**src/rtl/cvxif_copro_resp_if.sv**
```systemverilog
// Issue and result handshake bundle between a core and the cvxif_copro_resp responder.
// The core drives the slave inputs through the master modport.
interface cvxif_copro_resp_if #(
  parameter int XLEN = 32,
  parameter int ID_W = 3
);
  logic            issue_valid_i;
  logic            issue_ready_o;
  logic [31:0]     issue_instr_i;
  logic [ID_W-1:0] issue_id_i;
  logic [XLEN-1:0] issue_rs1_i;
  logic [XLEN-1:0] issue_rs2_i;
  logic            issue_accept_o;
  logic            issue_writeback_o;
  logic            result_valid_o;
  logic            result_ready_i;
  logic [ID_W-1:0] result_id_o;
  logic [XLEN-1:0] result_data_o;
  logic [4:0]      result_rd_o;
  logic            result_we_o;

  modport slave (
    input  issue_valid_i, issue_instr_i, issue_id_i, issue_rs1_i, issue_rs2_i, result_ready_i,
    output issue_ready_o, issue_accept_o, issue_writeback_o,
    output result_valid_o, result_id_o, result_data_o, result_rd_o, result_we_o
  );

  modport master (
    output issue_valid_i, issue_instr_i, issue_id_i, issue_rs1_i, issue_rs2_i, result_ready_i,
    input  issue_ready_o, issue_accept_o, issue_writeback_o,
    input  result_valid_o, result_id_o, result_data_o, result_rd_o, result_we_o
  );
endinterface

```
**src/rtl/cvxif_copro_resp.sv**
```systemverilog
// Custom-opcode coprocessor responder: decodes ABSDIFF/MINU (and MUL when CVXIF_COPRO_MUL_EN
// is defined), executes in one cycle and returns results in order through a small FIFO.
module cvxif_copro_resp #(
  parameter int XLEN       = 32,
  parameter int ID_W       = 3,
  parameter int FIFO_DEPTH = 2
) (
  input  logic               clk_i,
  input  logic               rst_i,
  input  logic               flush_i,
  cvxif_copro_resp_if.slave  bus
);
  localparam int PTR_W = (FIFO_DEPTH > 1) ? $clog2(FIFO_DEPTH) : 1;
  localparam int CNT_W = $clog2(FIFO_DEPTH + 1);

  typedef enum logic [1:0] {IDLE, EXEC, HOLD} state_t;

  typedef struct packed {
    logic [ID_W-1:0] id;
    logic [4:0]      rd;
    logic [XLEN-1:0] data;
  } entry_t;

  state_t          state_q, state_d;
  logic [XLEN-1:0] rs1_q, rs2_q;
  logic [1:0]      op_q;
  logic [ID_W-1:0] id_q;
  logic [4:0]      rd_q;
  entry_t          mem_q [FIFO_DEPTH];
  logic [PTR_W-1:0] wptr_q, rptr_q;
  logic [CNT_W-1:0] cnt_q;

  logic [2:0]      funct3;
  logic            op_legal, dec_ok, handshake, accept, push, pop, full, empty;
  logic [XLEN-1:0] alu_res;

  assign funct3 = bus.issue_instr_i[14:12];

  always_comb begin
    op_legal = (funct3 == 3'b001) || (funct3 == 3'b010);
`ifdef CVXIF_COPRO_MUL_EN
    if (funct3 == 3'b000) op_legal = 1'b1;
`endif
  end

  assign dec_ok = (bus.issue_instr_i[6:0] == 7'b0001011) &&
                  (bus.issue_instr_i[31:25] == 7'd0) && op_legal;

  assign bus.issue_ready_o     = (state_q == IDLE) && !flush_i && !rst_i;
  assign handshake             = bus.issue_valid_i && bus.issue_ready_o;
  assign accept                = handshake && dec_ok;
  assign bus.issue_accept_o    = accept;
  assign bus.issue_writeback_o = accept;

  assign full  = (cnt_q == CNT_W'(FIFO_DEPTH));
  assign empty = (cnt_q == '0);
  // A pop in a flush cycle is swallowed by the clear.
  assign pop   = !empty && bus.result_ready_i && !flush_i;

  always_comb begin
    alu_res = '0;
    case (op_q)
`ifdef CVXIF_COPRO_MUL_EN
      2'b00:   alu_res = rs1_q * rs2_q;
`endif
      2'b01:   alu_res = (rs1_q >= rs2_q) ? (rs1_q - rs2_q) : (rs2_q - rs1_q);
      2'b10:   alu_res = (rs1_q < rs2_q) ? rs1_q : rs2_q;
      default: alu_res = '0;
    endcase
  end

  always_comb begin
    state_d = state_q;
    push    = 1'b0;
    case (state_q)
      IDLE: if (accept) state_d = EXEC;
      EXEC: begin
        if (!full) begin
          push    = 1'b1;
          state_d = IDLE;
        end else begin
          state_d = HOLD;
        end
      end
      // Pushing on a full FIFO is safe when the head leaves in the same cycle.
      HOLD: begin
        if (!full || pop) begin
          push    = 1'b1;
          state_d = IDLE;
        end
      end
      default: state_d = IDLE;
    endcase
    if (flush_i) begin
      state_d = IDLE;
      push    = 1'b0;
    end
  end

  always_ff @(posedge clk_i) begin
    if (rst_i) begin
      state_q <= IDLE;
      wptr_q  <= '0;
      rptr_q  <= '0;
      cnt_q   <= '0;
    end else begin
      state_q <= state_d;
      if (flush_i) begin
        wptr_q <= '0;
        rptr_q <= '0;
        cnt_q  <= '0;
      end else begin
        if (push) wptr_q <= wptr_q + PTR_W'(1);
        if (pop)  rptr_q <= rptr_q + PTR_W'(1);
        cnt_q <= cnt_q + CNT_W'(push) - CNT_W'(pop);
      end
    end
  end

  always_ff @(posedge clk_i) begin
    if (accept) begin
      rs1_q <= bus.issue_rs1_i;
      rs2_q <= bus.issue_rs2_i;
      op_q  <= funct3[1:0];
      id_q  <= bus.issue_id_i;
      rd_q  <= bus.issue_instr_i[11:7];
    end
    if (push && !flush_i && !rst_i) begin
      mem_q[wptr_q] <= '{id: id_q, rd: rd_q, data: alu_res};
    end
  end

  assign bus.result_valid_o = !empty;
  assign bus.result_we_o    = !empty;
  assign bus.result_id_o    = empty ? '0 : mem_q[rptr_q].id;
  assign bus.result_rd_o    = empty ? '0 : mem_q[rptr_q].rd;
  assign bus.result_data_o  = empty ? '0 : mem_q[rptr_q].data;
endmodule

```
**src/flat_wrapper.sv**
```systemverilog
// flat-port wrapper written by rule: the top's interface ports become plain ports
module cvxif_copro_resp_flat 
#(
  parameter int XLEN       = 32,
  parameter int ID_W       = 3,
  parameter int FIFO_DEPTH = 2
)
  (clk_i, rst_i, flush_i, bus_issue_valid_i, bus_issue_instr_i, bus_issue_id_i, bus_issue_rs1_i, bus_issue_rs2_i, bus_result_ready_i, bus_issue_ready_o, bus_issue_accept_o, bus_issue_writeback_o, bus_result_valid_o, bus_result_id_o, bus_result_data_o, bus_result_rd_o, bus_result_we_o);
  cvxif_copro_resp_if #(.XLEN(XLEN), .ID_W(ID_W)) bus_i ();
  input  logic clk_i;
  input  logic rst_i;
  input  logic flush_i;
  input wire logic [$bits(bus_i.issue_valid_i)-1:0] bus_issue_valid_i;
  input wire logic [$bits(bus_i.issue_instr_i)-1:0] bus_issue_instr_i;
  input wire logic [$bits(bus_i.issue_id_i)-1:0] bus_issue_id_i;
  input wire logic [$bits(bus_i.issue_rs1_i)-1:0] bus_issue_rs1_i;
  input wire logic [$bits(bus_i.issue_rs2_i)-1:0] bus_issue_rs2_i;
  input wire logic [$bits(bus_i.result_ready_i)-1:0] bus_result_ready_i;
  output wire logic [$bits(bus_i.issue_ready_o)-1:0] bus_issue_ready_o;
  output wire logic [$bits(bus_i.issue_accept_o)-1:0] bus_issue_accept_o;
  output wire logic [$bits(bus_i.issue_writeback_o)-1:0] bus_issue_writeback_o;
  output wire logic [$bits(bus_i.result_valid_o)-1:0] bus_result_valid_o;
  output wire logic [$bits(bus_i.result_id_o)-1:0] bus_result_id_o;
  output wire logic [$bits(bus_i.result_data_o)-1:0] bus_result_data_o;
  output wire logic [$bits(bus_i.result_rd_o)-1:0] bus_result_rd_o;
  output wire logic [$bits(bus_i.result_we_o)-1:0] bus_result_we_o;
  assign bus_i.issue_valid_i = bus_issue_valid_i;
  assign bus_i.issue_instr_i = bus_issue_instr_i;
  assign bus_i.issue_id_i = bus_issue_id_i;
  assign bus_i.issue_rs1_i = bus_issue_rs1_i;
  assign bus_i.issue_rs2_i = bus_issue_rs2_i;
  assign bus_i.result_ready_i = bus_result_ready_i;
  assign bus_issue_ready_o = bus_i.issue_ready_o;
  assign bus_issue_accept_o = bus_i.issue_accept_o;
  assign bus_issue_writeback_o = bus_i.issue_writeback_o;
  assign bus_result_valid_o = bus_i.result_valid_o;
  assign bus_result_id_o = bus_i.result_id_o;
  assign bus_result_data_o = bus_i.result_data_o;
  assign bus_result_rd_o = bus_i.result_rd_o;
  assign bus_result_we_o = bus_i.result_we_o;
  cvxif_copro_resp #(.XLEN(XLEN), .ID_W(ID_W), .FIFO_DEPTH(FIFO_DEPTH)) u_core (.clk_i(clk_i), .rst_i(rst_i), .flush_i(flush_i), .bus(bus_i));
endmodule
```
**config.mk**
```make
export PLATFORM = sky130hd
export DESIGN_NAME = cvxif_copro_resp_flat
export DESIGN_NICKNAME = d
export VERILOG_FILES = /design/src/rtl/cvxif_copro_resp_if.sv /design/src/rtl/cvxif_copro_resp.sv /design/src/flat_wrapper.sv
export SDC_FILE = /design/constraint.sdc
export NUM_CORES = 1
export LEC_CHECK = 0
export ABC_CLOCK_PERIOD_IN_PS = 6500
export BUFFER_PORTS_ARGS = -buffer_cell sky130_fd_sc_hd__buf_2
export CAP_MARGIN = 20
export CORE_AREA = 2 2 199 201
export DETAILED_ROUTE_END_ITERATION = 12
export DIE_AREA = 0 0 201 203
export HOLD_SLACK_MARGIN = 0.15
export PLACE_DENSITY = 0.45
export SKIP_LAST_GASP = 1
export SLEW_MARGIN = 20
export SYNTH_ARGS = -nofsm -noshare
export SYNTH_HDL_FRONTEND = slang
export SYNTH_SLANG_ARGS = --single-unit
```
**constraint.sdc**
```tcl
create_clock -name clk_i -period 6.5 [get_ports clk_i]
set_input_delay 0 -clock clk_i [delete_from_list [all_inputs] [get_ports clk_i]]
set_output_delay 0 -clock clk_i [all_outputs]
set_load 0.01 [all_outputs]
```
=== Word level (Yosys, flattened, before mapping) ===
Memory sizes are Yosys's and may differ from the RTL's. A register that Yosys moved wholly into a read port is not among the register bits.
Index checks and enable logic that the tools add are counted.
Widths: inputs -> output; s select.

* Flip-flop bits (word level): 80
* Memory bits (writable): 80
* Input bits: 104
* Output and inout port bits: 45
* Memories: 1

* Add/sub/neg operators: 6
* $lt $le $gt $ge: 2
* Eq/ne operators: 10
* Muxes and demuxes: 18
* Reduce and logical (&&, ||, !) cells: 21

{| class="wikitable"
|+ Memory list
! memory !! words !! width !! read ports !! clocked after memory_dff !! wr ports !! RTL line !! text
|-
| u_core.mem_q || 2 || 40 || 1 || 1 || 1 || cvxif_copro_resp.sv:29 || <nowiki>entry_t mem_q [FIFO_DEPTH];</nowiki>
|}

{| class="wikitable"
|+ Operators with widths
! cell !! count
|-
| $mux 32 || 3
|-
| $pmux 32 s2 || 1
|-
| $sub 32x32->32 || 2
|-
| $ge 32x32->1 || 1
|-
| $lt 32x32->1 || 1
|-
| $logic_and 1x1->1 || 10
|-
| $eq 7x4->1 const B || 1
|-
| $logic_not 7->1 || 1
|-
| $mux 1 || 7
|-
| $eq 2x2->1 const B || 3
|-
| $mux 2 || 3
|-
| $pmux 2 s3 || 1
|-
| $mux 5 || 1
|-
| $eq 2x1->1 const B || 2
|-
| $logic_not 1->1 || 4
|-
| $logic_not 2->1 || 2
|-
| $eq 3x1->1 const B || 1
|-
| $eq 3x2->1 const B || 1
|-
| $mux 3 || 1
|-
| $add 1x1->1 const B || 2
|-
| $add 2x1->2 || 1
|-
| $logic_or 1x1->1 || 2
|-
| $ne 2x1->1 const B || 1
|-
| $ne 2x2->1 const B || 1
|-
| other kinds (4) || 4
|}

=== Logic depth before layout (Yosys ltp) ===
Gate-level depths: netlist (run 1).

* Depth after elaboration: 12
* Gate-level depth with buffers: 15
* Gate-level depth less buffers: 13

=== Worst setup path before layout (run 1) ===
Ideal clock, no wire load.

* Path type: register to register
* From: register u_core.state_q[0]
* To: register u_core.state_q[0]
* Library setup time: 0.089 ns
* Arrival time: 7.371 ns
* Data required time: 6.411 ns
* Path slack: -0.960 ns
* Cell stages (with the launch flop): 7
* Buffers on the path: 0
* Period minus slack after synthesis: 7.460 ns
* Path through: dfxtp_1 > inv_1 > ha_1 > and2_1 > nor3b_1 > o21ai_0 > a21oi_1

* Longest elaborated chain between the ends: 7
* Elaborated cells on any way between the ends: 11

{| class="wikitable"
|+ Ends and longest elaborated chain
! what !! RTL line !! text
|-
| from (decl) || cvxif_copro_resp.sv:24 || <nowiki>state_t state_q, state_d;</nowiki>
|-
| from (signal assigned) || cvxif_copro_resp.sv:107 || <nowiki>state_q <= state_d;</nowiki>
|-
| $logic_not 2->1 || cvxif_copro_resp.sv:49 || <nowiki>assign bus.issue_ready_o = (state_q == IDLE) && !flush_i && !rst_i;</nowiki>
|-
| $logic_and 1x1->1 (2 in series) || cvxif_copro_resp.sv:49 ||
|-
| named net bus_issue_ready_o || flat_wrapper.sv:19 || <nowiki>output wire logic [$bits(bus_i.issue_ready_o)-1:0] bus_issue_ready_o;</nowiki>
|-
| $logic_and 1x1->1 || cvxif_copro_resp.sv:50 || <nowiki>assign handshake = bus.issue_valid_i && bus.issue_ready_o;</nowiki>
|-
| $logic_and 1x1->1 || cvxif_copro_resp.sv:51 || <nowiki>assign accept = handshake && dec_ok;</nowiki>
|-
| named net bus_issue_accept_o || flat_wrapper.sv:20 || <nowiki>output wire logic [$bits(bus_i.issue_accept_o)-1:0] bus_issue_accept_o;</nowiki>
|-
| $ne 2x2->1 (no line) || - ||
|-
| $reduce_and 2->1 (no line) || - ||
|}

The timed path passes the listed nets, and every way through them passes these cells.
A chain may end at the register's enable or synchronous reset.

=== Worst setup path in the final report (run 1) ===
* From: register u_core.rs1_q[17]
* To: memory u_core.mem_q[1][24] (netlist name) (data pin)

* Longest elaborated chain between the ends: 3
* Elaborated cells on any way between the ends: 7

{| class="wikitable"
|+ Ends and longest elaborated chain
! what !! RTL line !! text
|-
| from (decl) || cvxif_copro_resp.sv:25 || <nowiki>logic [XLEN-1:0] rs1_q, rs2_q;</nowiki>
|-
| from (signal assigned) || cvxif_copro_resp.sv:122 || <nowiki>rs1_q <= bus.issue_rs1_i;</nowiki>
|-
| $sub 32x32->32 (tied with other cells) || cvxif_copro_resp.sv:66 || <nowiki>2'b01: alu_res = (rs1_q >= rs2_q) ? (rs1_q - rs2_q) : (rs2_q - rs1_q);</nowiki>
|-
| $mux 32, on equally long branches || cvxif_copro_resp.sv:66, cvxif_copro_resp.sv:67 ||
|-
| $pmux 32 s2 * || cvxif_copro_resp.sv:62 || <nowiki>case (op_q)</nowiki>
|-
| named net u_core.alu_res[24] || cvxif_copro_resp.sv:35 || <nowiki>logic [XLEN-1:0] alu_res;</nowiki>
|-
| to (decl) || cvxif_copro_resp.sv:29 ||
|}

The timed path passes the listed nets; every way through them passes the cells marked *.

==> results of run 1 <==
-- state kept, by name, indices dropped and copies added, names as in the netlist, named ones only --
| name | count |
|---|---|
| u_core.rd_q | 5 |
| u_core.cnt_q | 2 |
| u_core.wptr_q | 1 |
| u_core.rs2_q | 32 |
| u_core.state_q | 2 |
| u_core.rptr_q | 1 |
| u_core.id_q | 3 |
| u_core.rs1_q | 32 |
| u_core.op_q | 2 |
| u_core.mem_q | 80 |
-- per-stage QoR --
step                      instance area [um^2]  hold slack, ns   util
after CTS                                12500           0.226  0.326
final                                    12500           0.254  0.326
after global routing                     12500           0.240  0.326
after floorplan                           9930          0.0766      -
after global placement                   11200           0.178  0.290
after detailed placement                 11200           0.178  0.290
-- power by group --
| part | total (mW) | internal, mW | switching [mW] | leakage [nW] |
|---|---|---|---|---|
| Combinational | 0.0701 | 0.0513 | 0.0188 | 3.31 |
| Sequential | 1.13 | 1.13 | 0.000000793 | 1.46 |
| Clock | 1.04 | 0.587 | 0.454 | 0.287 |
-- worst max-delay path by stage --
stage / to / cells after the start
finish: u_core.mem_q[1][24]$_DFFE_PP_ / 10
global route: u_core.mem_q[1][24]$_DFFE_PP_ / 11
CTS: u_core.mem_q[0][24]$_DFFE_PP_ / 10
detailed placement: u_core.mem_q[1][24]$_DFFE_PP_ / 10
global placement: u_core.mem_q[0][24]$_DFFE_PP_ / 10
floorplan: u_core.state_q[1]$_SDFFE_PP0P_ / 8
-- placed cells by master (no fill, tap or decap), drive strengths merged, types with 12 or more instances in the layout --
cell type	count
mux2i	84
xor2	14
o21bai	13
ha	70
dlygate4sd3	79
o22ai	29
xnor2	19
clkbuf	20
o21ai	48
nor2	72
edfxtp	154
inv	89
nand4	15
buf	150
nor3	12
a21o	16
nand2	47
a21oi	67
nand3	17
-- kinds of logic (layout without fill, tap and decap cells) --
group	Yosys count	count (layout)	synth area share
AO/OA/AOI/OAI	229	229	0.150
AND/OR/NAND/NOR	204	204	0.102
flip-flops	161	161	0.480
buffers and inverters	133	344	0.0564
multiplexers	89	89	0.0908
adder cells (fa/ha/maj)	72	72	0.0923
XOR/XNOR	33	33	0.0291
-- area by class of cell --
cell class,instances,area (um^2),share of cell area
sequential,161,4770,0.380
clock inverter,12,149,0.0119
clock buffer,20,447,0.0356
tap,518,648,0.0517
timing repair buffer,229,1570,0.125
inverter,83,312,0.0248
multi-input combinational,627,4650,0.371
-- metal layers --
metal	vias up	part of all wire	global-route usage
met5	-	0	0
met4	0	0.014	0.0389
met3	25	0.033	0.0291
met2	133	0.44	0.216
met1	3538	0.51	0.193
li1	3756	-	-
-- timing repair --
item	in CTS	in global routing
hold buffers	79	0
hold endpoints to repair	81	0
resized for setup	0	0
setup buffers	0	0
==> results by group, run 1 <==
Timing
  – Worst-Margin Slew: 0.948 ns
  – Final hold violations: 0
  – Setup TNS: 0 ns
  – RSZ-0062 raised after global routing: false
  – Period minus WS final: approximately 4.2 ns
  – Worst Setup Slack, final: roughly 2.3 ns
  – Setup Skew: 0.0108 ns
  – Setup violators final: 0
  – Fmax: approximately 240 MHz
  – Normalized max-slew margin: 0.368
  – Final Cycle Share: 0.645
  – Max-slew violations: 0

Layout
  – Layout cells sized above 1: 0.183
  – ANT cells: 0
  – Fillers: ~4000
  – Fin cells: around 1700
  – # nets final: approximately 1300
  – Area delta synth->final: 26.4%

Route
  – Post-Route WL: 27700 um
  – DRC errors left: 0
  – Total number of vias: 7452
  – WL/cell: approximately 17 um
  – Drt first pass iters: 4
  – 1st-iter DRT viols: around 340
  – Antenna Violating Nets Remaining: 0
  – Avg Vias per Cell: 4.52

Placed design
  – Pre-CTS setup slack: ~2.4 ns
  – Placed insts: 1539
  – Detail Placement HPWL: just over 20000 um
  – GP Congestion: ~0.85
  – PortBufs: about 140

Critical path
  – Buf/Inv on CP: 0
  – Crit path required time: roughly 6.7 ns
  – RR Startpoint: u_core.rs1_q[17]$_DFFE_PP_
  – Top delay family on crit path: compound AO/OA/AOI/OAI gates
  – R2R Path End: u_core.mem_q[1][24]$_DFFE_PP_
  – Setup crit start: u_core.rs1_q[17]$_DFFE_PP_
  – Worst-path fanout max: 17
  – Setup Crit Path Kind: flop to flop
  – Worst Setup End Kind: flop
  – Critical Path Source Type: flop
  – Critical-path top delay cell: a211o_1
  – Reg-to-reg slack, setup: between 2 and 2.5 ns
  – Crit-path cells: ha_1, nand3_1, nor2_1, and2_2, nor3b_2, a211o_1, mux2i_1, a21oi_1, xnor2_1, o22ai_1
  – CP peak stage delay: around 0.78 ns
  – WP data arrival: roughly 4.4 ns
  – Path depth of the worst reg2reg path: 10

Clock tree
  – CTS buffer count: 17
  – Clock latency at the later pin of the worst-skew pair: around 0.45 ns
  – CTS Root Cell: clkbuf_16
  – Clk sink count: approximately 160
  – H-Tree Depth: 4
  – Clock buffer depth: 2
  – Clk slew on worst S/H paths: ~0.070 ns
  – CTS tree: built

GRT
  – Largest net degree at the start of global routing: between 40 and 50
  – Initial antenna violation count: 0
  – Global-route wire length before repair: approximately 43000 um
  – Overflow after GRT: 0
  – GR Util All Layers: 0.138
  – Vias in the first global route: 7633

Synthesis
  – Synth top area share: 0.466
  – Ys Warns: 0
  – Largest area contributor in the netlist: edfxtp_1
  – Netlist cell types: 70
  – Net Count, Synth: 1097
  – Fraction of registers with async set/reset: 0
  – Most common flop cell mapped by yosys: edfxtp_1
  – Number of synthesized flops with an enable pin: between 150 and 200
  – Synth area leaders: edfxtp_1, ha_1, mux2i_1
  – Cell with the most instances after synthesis: edfxtp_1
  – Seq/Total Area, Yosys: 0.480
  – Synthesized area: 9920 um^2
  – Synthesized area per cell: approximately 11 um^2
  – Seq cells post-synth: between 150 and 200
  – Synth top cells by count: edfxtp_1, mux2i_1, inv_1
  – Post-Synthesis Cells: about 920

Min path
  – Worst Hold Launch: bus_issue_rs1_i[16]
  – Hold EP: u_core.rs1_q[16]$_DFFE_PP_
  – Hold path depth: 2
  – Min-Delay Path Class: input port to flop

Floorplanning
  – Die extent in x: around 200 um
  – Chip height: 203 um
  – Total die area: between 40000 and 50000 um^2
  – Initial Utilization: 0.258
  – Core ar.: 38500 um^2
  – Rows: slightly above 70
  – IO Count: approximately 150

Power and ir drop
  – Power, Total: 2.24 mW
  – Pwr/cell area: ~180 nW/um^2
  – Worst VDD drop: ~0.14 mV
  – Static Leak: 5.06 nW

Flow run
  – Max-cap violations: 0

Status
  – Outcome: completed
(Power assumes the default switching activity.)
==> run 2: changes to the inputs <==
--- a/config.mk
+++ b/config.mk
@@ -5,14 +5,15 @@
 export SDC_FILE = /design/constraint.sdc
 export NUM_CORES = 1
 export LEC_CHECK = 0
-export ABC_CLOCK_PERIOD_IN_PS = 6500
+export ABC_AREA = 1
+export ABC_CLOCK_PERIOD_IN_PS = 4000
 export BUFFER_PORTS_ARGS = -buffer_cell sky130_fd_sc_hd__buf_2
 export CAP_MARGIN = 20
-export CORE_AREA = 2 2 199 201
+export CORE_AREA = 2 2 215 217
 export DETAILED_ROUTE_END_ITERATION = 12
-export DIE_AREA = 0 0 201 203
+export DIE_AREA = 0 0 217 219
 export HOLD_SLACK_MARGIN = 0.15
-export PLACE_DENSITY = 0.45
+export PLACE_DENSITY = 0.43
 export SKIP_LAST_GASP = 1
 export SLEW_MARGIN = 20
 export SYNTH_ARGS = -nofsm -noshare
==> constraint.sdc (replaced) <==
create_clock -name clk_i -period 4 [get_ports clk_i]
set_input_delay 0 -clock clk_i [delete_from_list [all_inputs] [get_ports clk_i]]
set_output_delay 0 -clock clk_i [all_outputs]
set_load 0.01 [all_outputs]
==> run 2 against run 1 <==
- hold slack worse by 0.022 ns
- die area up 16%
- fmax up 33%
- flip-flop and latch count unchanged
- clock skew up 0.0070 ns
- global-route usage up 2.0 points
- sequential power up 62%
- non-clock buffer count up 6
- largest power group unchanged
==> results by group, run 2 <==
Layout
  – Fin util: 0.317 (-0.00875)
  – Area delta synth->final: 22.6%
  – Most flops, register: u_core.mem_q
  – Commonest non-fill, non-tap cells in the layout: nand2_1, inv_1, edfxtp_1
  – # nets final: 1919 (+48%)
  – Post-route design area: 14300 um^2 (+14%)
  – Fillers: 4900 (+22%)
  – Max reg flops: 80 (unchanged)
  – Layout cells sized above 1: 0.149 (-0.0342)
  – ANT cells: 0 (unchanged)
  – Commonest non-fill, non-tap cell in the layout: nand2_1
  – Biggest regs: u_core.mem_q x80, u_core.rs1_q x32, u_core.rs2_q x32

Critical path
  – WP data arrival: 3.28 ns (-1.13 ns)
  – Path depth of the worst reg2reg path: 17 (+7)
  – Reg-to-reg slack, setup: 0.86 ns (-1.45 ns)
  – WP depth: 17 (+7)
  – Buf/Inv on CP: 3 (+3)
  – Critical Path Source Type: flop
  – Setup Crit Path Kind: flop to flop
  – Crit path required time: 4.13 ns (-2.58 ns)
  – R2R Path End: u_core.mem_q[1][20]$_DFFE_PP_
  – Setup crit start: u_core.rs1_q[0]$_DFFE_PP_
  – Critical-path top delay cell: fa_1
  – Top delay family on crit path: simple AND/OR/NAND/NOR gates
  – Worst-path fanout max: 14 (-3)
  – Most used cell, CP: nand3_1
  – Crit path capture: u_core.mem_q[1][20]$_DFFE_PP_
  – Worst Setup End Kind: flop
  – RR Startpoint: u_core.rs1_q[0]$_DFFE_PP_
  – CP peak stage delay: 0.46 ns (-0.32 ns)
  – Crit-path cells: inv_1, ha_1, inv_1, fa_1, nand3_1, nand3_1, nand2_1, nand2_2, nand2_2, nand2_4, nand2_4, nand2_4, nor2_4, buf_4, nand3_1, nand3_1, a21oi_1

Timing
  – Setup violators final: 0 (unchanged)
  – Final Cycle Share: 0.786 (+0.141)
  – Fmax: 318 MHz (+33%)
  – Final hold violations: 0 (unchanged)
  – Worst-Margin Slew: 1.06 ns (+0.116 ns)
  – Setup TNS: 0 ns (unchanged)
  – Period minus WS final: 3.14 ns (-1.05 ns)
  – Max-slew violations: 0 (unchanged)
  – Normalized max-slew margin: 0.291 (-0.0773)
  – Setup Skew: 0.0178 ns (+0.00699 ns)
  – RSZ-0062 raised after global routing: false

Power and ir drop
  – Worst VDD drop: 0.185 mV (+32%)
  – Seq pwr share: 0.522 (+0.019)
  – P_sw: 0.777 mW (+64%)
  – Sw Ratio: 0.222 (+0.0103)
  – Internal Pwr Total: 2.73 mW (+55%)
  – Static Leak: 6.82 nW (+35%)
  – Pwr/cell area: 245 nW/um^2 (+37%)
  – Combinational power share: 0.033 (+0.002)
  – Clock network fraction of total power: 0.445 (-0.021)

Route
  – Post-Route WL: 36900 um (+33%)
  – Avg Vias per Cell: 4.29 (-5.0%)
  – DRC errors left: 0 (unchanged)
  – 1st-iter DRT viols: 544 (+59%)
  – Drt first pass iters: 5 (+1)
  – WL/cell: 15.7 um (-6.7%)
  – Antenna Violating Nets Remaining: 0 (unchanged)
  – Total number of vias: 10108 (+36%)

GRT
  – Initial antenna violation count: 0 (unchanged)
  – GR Util All Layers: 0.159 (+0.0204)
  – Vias in the first global route: 9923 (+30%)
  – Overflow after GRT: 0 (unchanged)
  – Global-route wire length before repair: 56100 um (+30%)
  – Largest net degree at the start of global routing: 65 (+38%)

Synthesis
  – Number of synthesized flops with an enable pin: 154 (unchanged)
  – Synth top area share: 0.396 (-0.0696)
  – Cell with the most instances after synthesis: nand2_1
  – Largest area contributor in the netlist: edfxtp_1
  – Fraction of registers with async set/reset: 0 (unchanged)
  – Net Count, Synth: 1710 (+56%)
  – Post-Synthesis Cells: 1534 (+67%)
  – Most common flop cell mapped by yosys: edfxtp_1
  – Synth top cells by count: nand2_1, inv_1, edfxtp_1
  – Netlist cell types: 39 (-44%)
  – Seq/Total Area, Yosys: 0.408 (-0.0717)
  – Seq cells post-synth: 161 (unchanged)
  – Ys Warns: 0 (unchanged)
  – Synth area leaders: edfxtp_1, nand2_1, inv_1
  – Synthesized area: 11700 um^2 (+18%)
  – Synthesized area per cell: 7.61 um^2 (-29%)

Floorplanning
  – Die extent in x: 217 um (+8.0%)
  – Chip height: 219 um (+7.9%)
  – Core ar.: 45100 um^2 (+17%)
  – Initial Utilization: 0.259 (+0.000740)
  – IO Count: 149 (unchanged)
  – Rows: 78 (+8.3%)
  – Total die area: 47500 um^2 (+16%)

Clock tree
  – Clock buffer depth: 2 (unchanged)
  – Clk slew on worst S/H paths: 0.08 ns (about the same)
  – CTS buffer count: 17 (unchanged)
  – Postcts setup bufs: 0 (unchanged)
  – H-Tree Depth: 4 (unchanged)
  – Clock latency at the later pin of the worst-skew pair: 0.47 ns (+0.02 ns)
  – CTS Root Cell: clkbuf_16
  – CTS resizes: 0 (unchanged)
  – Clk sink count: 161 (unchanged)
  – CTS tree: built

Placed design
  – GP Congestion: 0.872 (+2.2%)
  – Detail Placement HPWL: 28400 um (+40%)
  – Placement Cell Area: 13000 um^2 (+16%)
  – PortBufs: 138 (unchanged)

Status
  – Outcome: completed

Flow run
  – Max-cap violations: 0 (unchanged)

Min path
  – Min-Delay Path Class: input port to flop
==> run 2: cell types whose count changed in the layout (fill, tap and decap cells not counted), sizes merged, moves of 15 or more <==
cell | previous run | this run
nand2 | 47 | 568
o22ai | 29 | 0
nand3 | 17 | 115
a21oi | 67 | 109
o211ai | 10 | 39
o21ai | 48 | 5
inv | 89 | 290
a21o | 16 | 1
mux2i | 84 | 0
==> run 2: worst register-to-register path, delay by kind of cell, from the launching register on <==
kind,cells,cell delay (ns)
buf+inv,3,0.44
compound gates,1,0.14
flops,1,0.41
simple gates,11,1.22
fa+ha+maj,2,0.60
==> run 2: worst min-delay path by stage <==
stage / startpoint / to / cells past startpoint
finish: bus_issue_rs1_i[14] / u_core.rs1_q[14]$_DFFE_PP_ / 2
global route: bus_issue_rs2_i[29] / u_core.rs2_q[29]$_DFFE_PP_ / 2
CTS: bus_issue_rs2_i[12] / u_core.rs2_q[12]$_DFFE_PP_ / 2
detailed placement: bus_issue_rs2_i[6] / u_core.rs2_q[6]$_DFFE_PP_ / 1
global placement: bus_issue_rs1_i[1] / u_core.rs1_q[1]$_DFFE_PP_ / 1
floorplan: bus_issue_id_i[0] / u_core.id_q[0]$_DFFE_PP_ / 0
==> run 2: timing repair <==
item,CTS,global route
hold buffers,81,0
hold endpoints to repair,89,0
endpoints found under the setup margin,0,0
==> run 2: routing by layer <==
metal / global-route usage / vias up / wire length (um) / share of wire
li1: - / 5269 / - / -
met1: 0.215 / 4611 / 18000 / 0.49
met3: 0.0223 / 36 / 1260 / 0.034
met4: 0.0600 / 0 / 883 / 0.024
met2: 0.256 / 192 / 16700 / 0.45
met5: 0 / - / 0 / 0
==> run 2: power groups by stage <==
| stage | Sequential [mW] | Combinational, mW | Clock (mW) |
|---|---|---|---|
| after floorplan | 1.87 | 0.00551 | 0 |
| after global placement | 1.87 | 0.0566 | 0 |
| after detailed placement | 1.87 | 0.0575 | 0 |
| after CTS | 1.83 | 0.116 | 1.62 |
| after global routing | 1.83 | 0.127 | 1.67 |
| final | 1.83 | 0.115 | 1.56 |
==> run 2: cells by family after synthesis <==
group	share of synthesized area
adders and majority gates	0.0785
xor gates and xnor gates	0.0218
buffers and inverters	0.117
AOI/OAI and AO/OA	0.0925
DFF	0.408
and+or+nand+nor	0.281
==> run 2: final cells by class <==
type	instances	area, um^2	share of cell area
multi-input cells	1046	5570	0.389
flip-flops and latches	161	4760	0.333
repair buffers	235	1630	0.114
inverters	282	1060	0.0740
well taps	600	751	0.0525
clock buffers	20	447	0.0312
clock inverters	12	78.8	0.00551
==> run 2: metrics by stage <==
step | total power [mW] | worst slack, ns | instances | hold slack (ns)
floorplan | 1.87 | 0.466 | 1534 | 0.0989
global placement | 1.92 | 0.864 | 2243 | 0.178
detailed placement | 1.92 | 0.867 | 2243 | 0.178
CTS | 3.56 | 0.848 | 2356 | 0.200
global route | 3.63 | 0.658 | 2356 | 0.227
finish | 3.50 | 0.857 | 2356 | 0.232
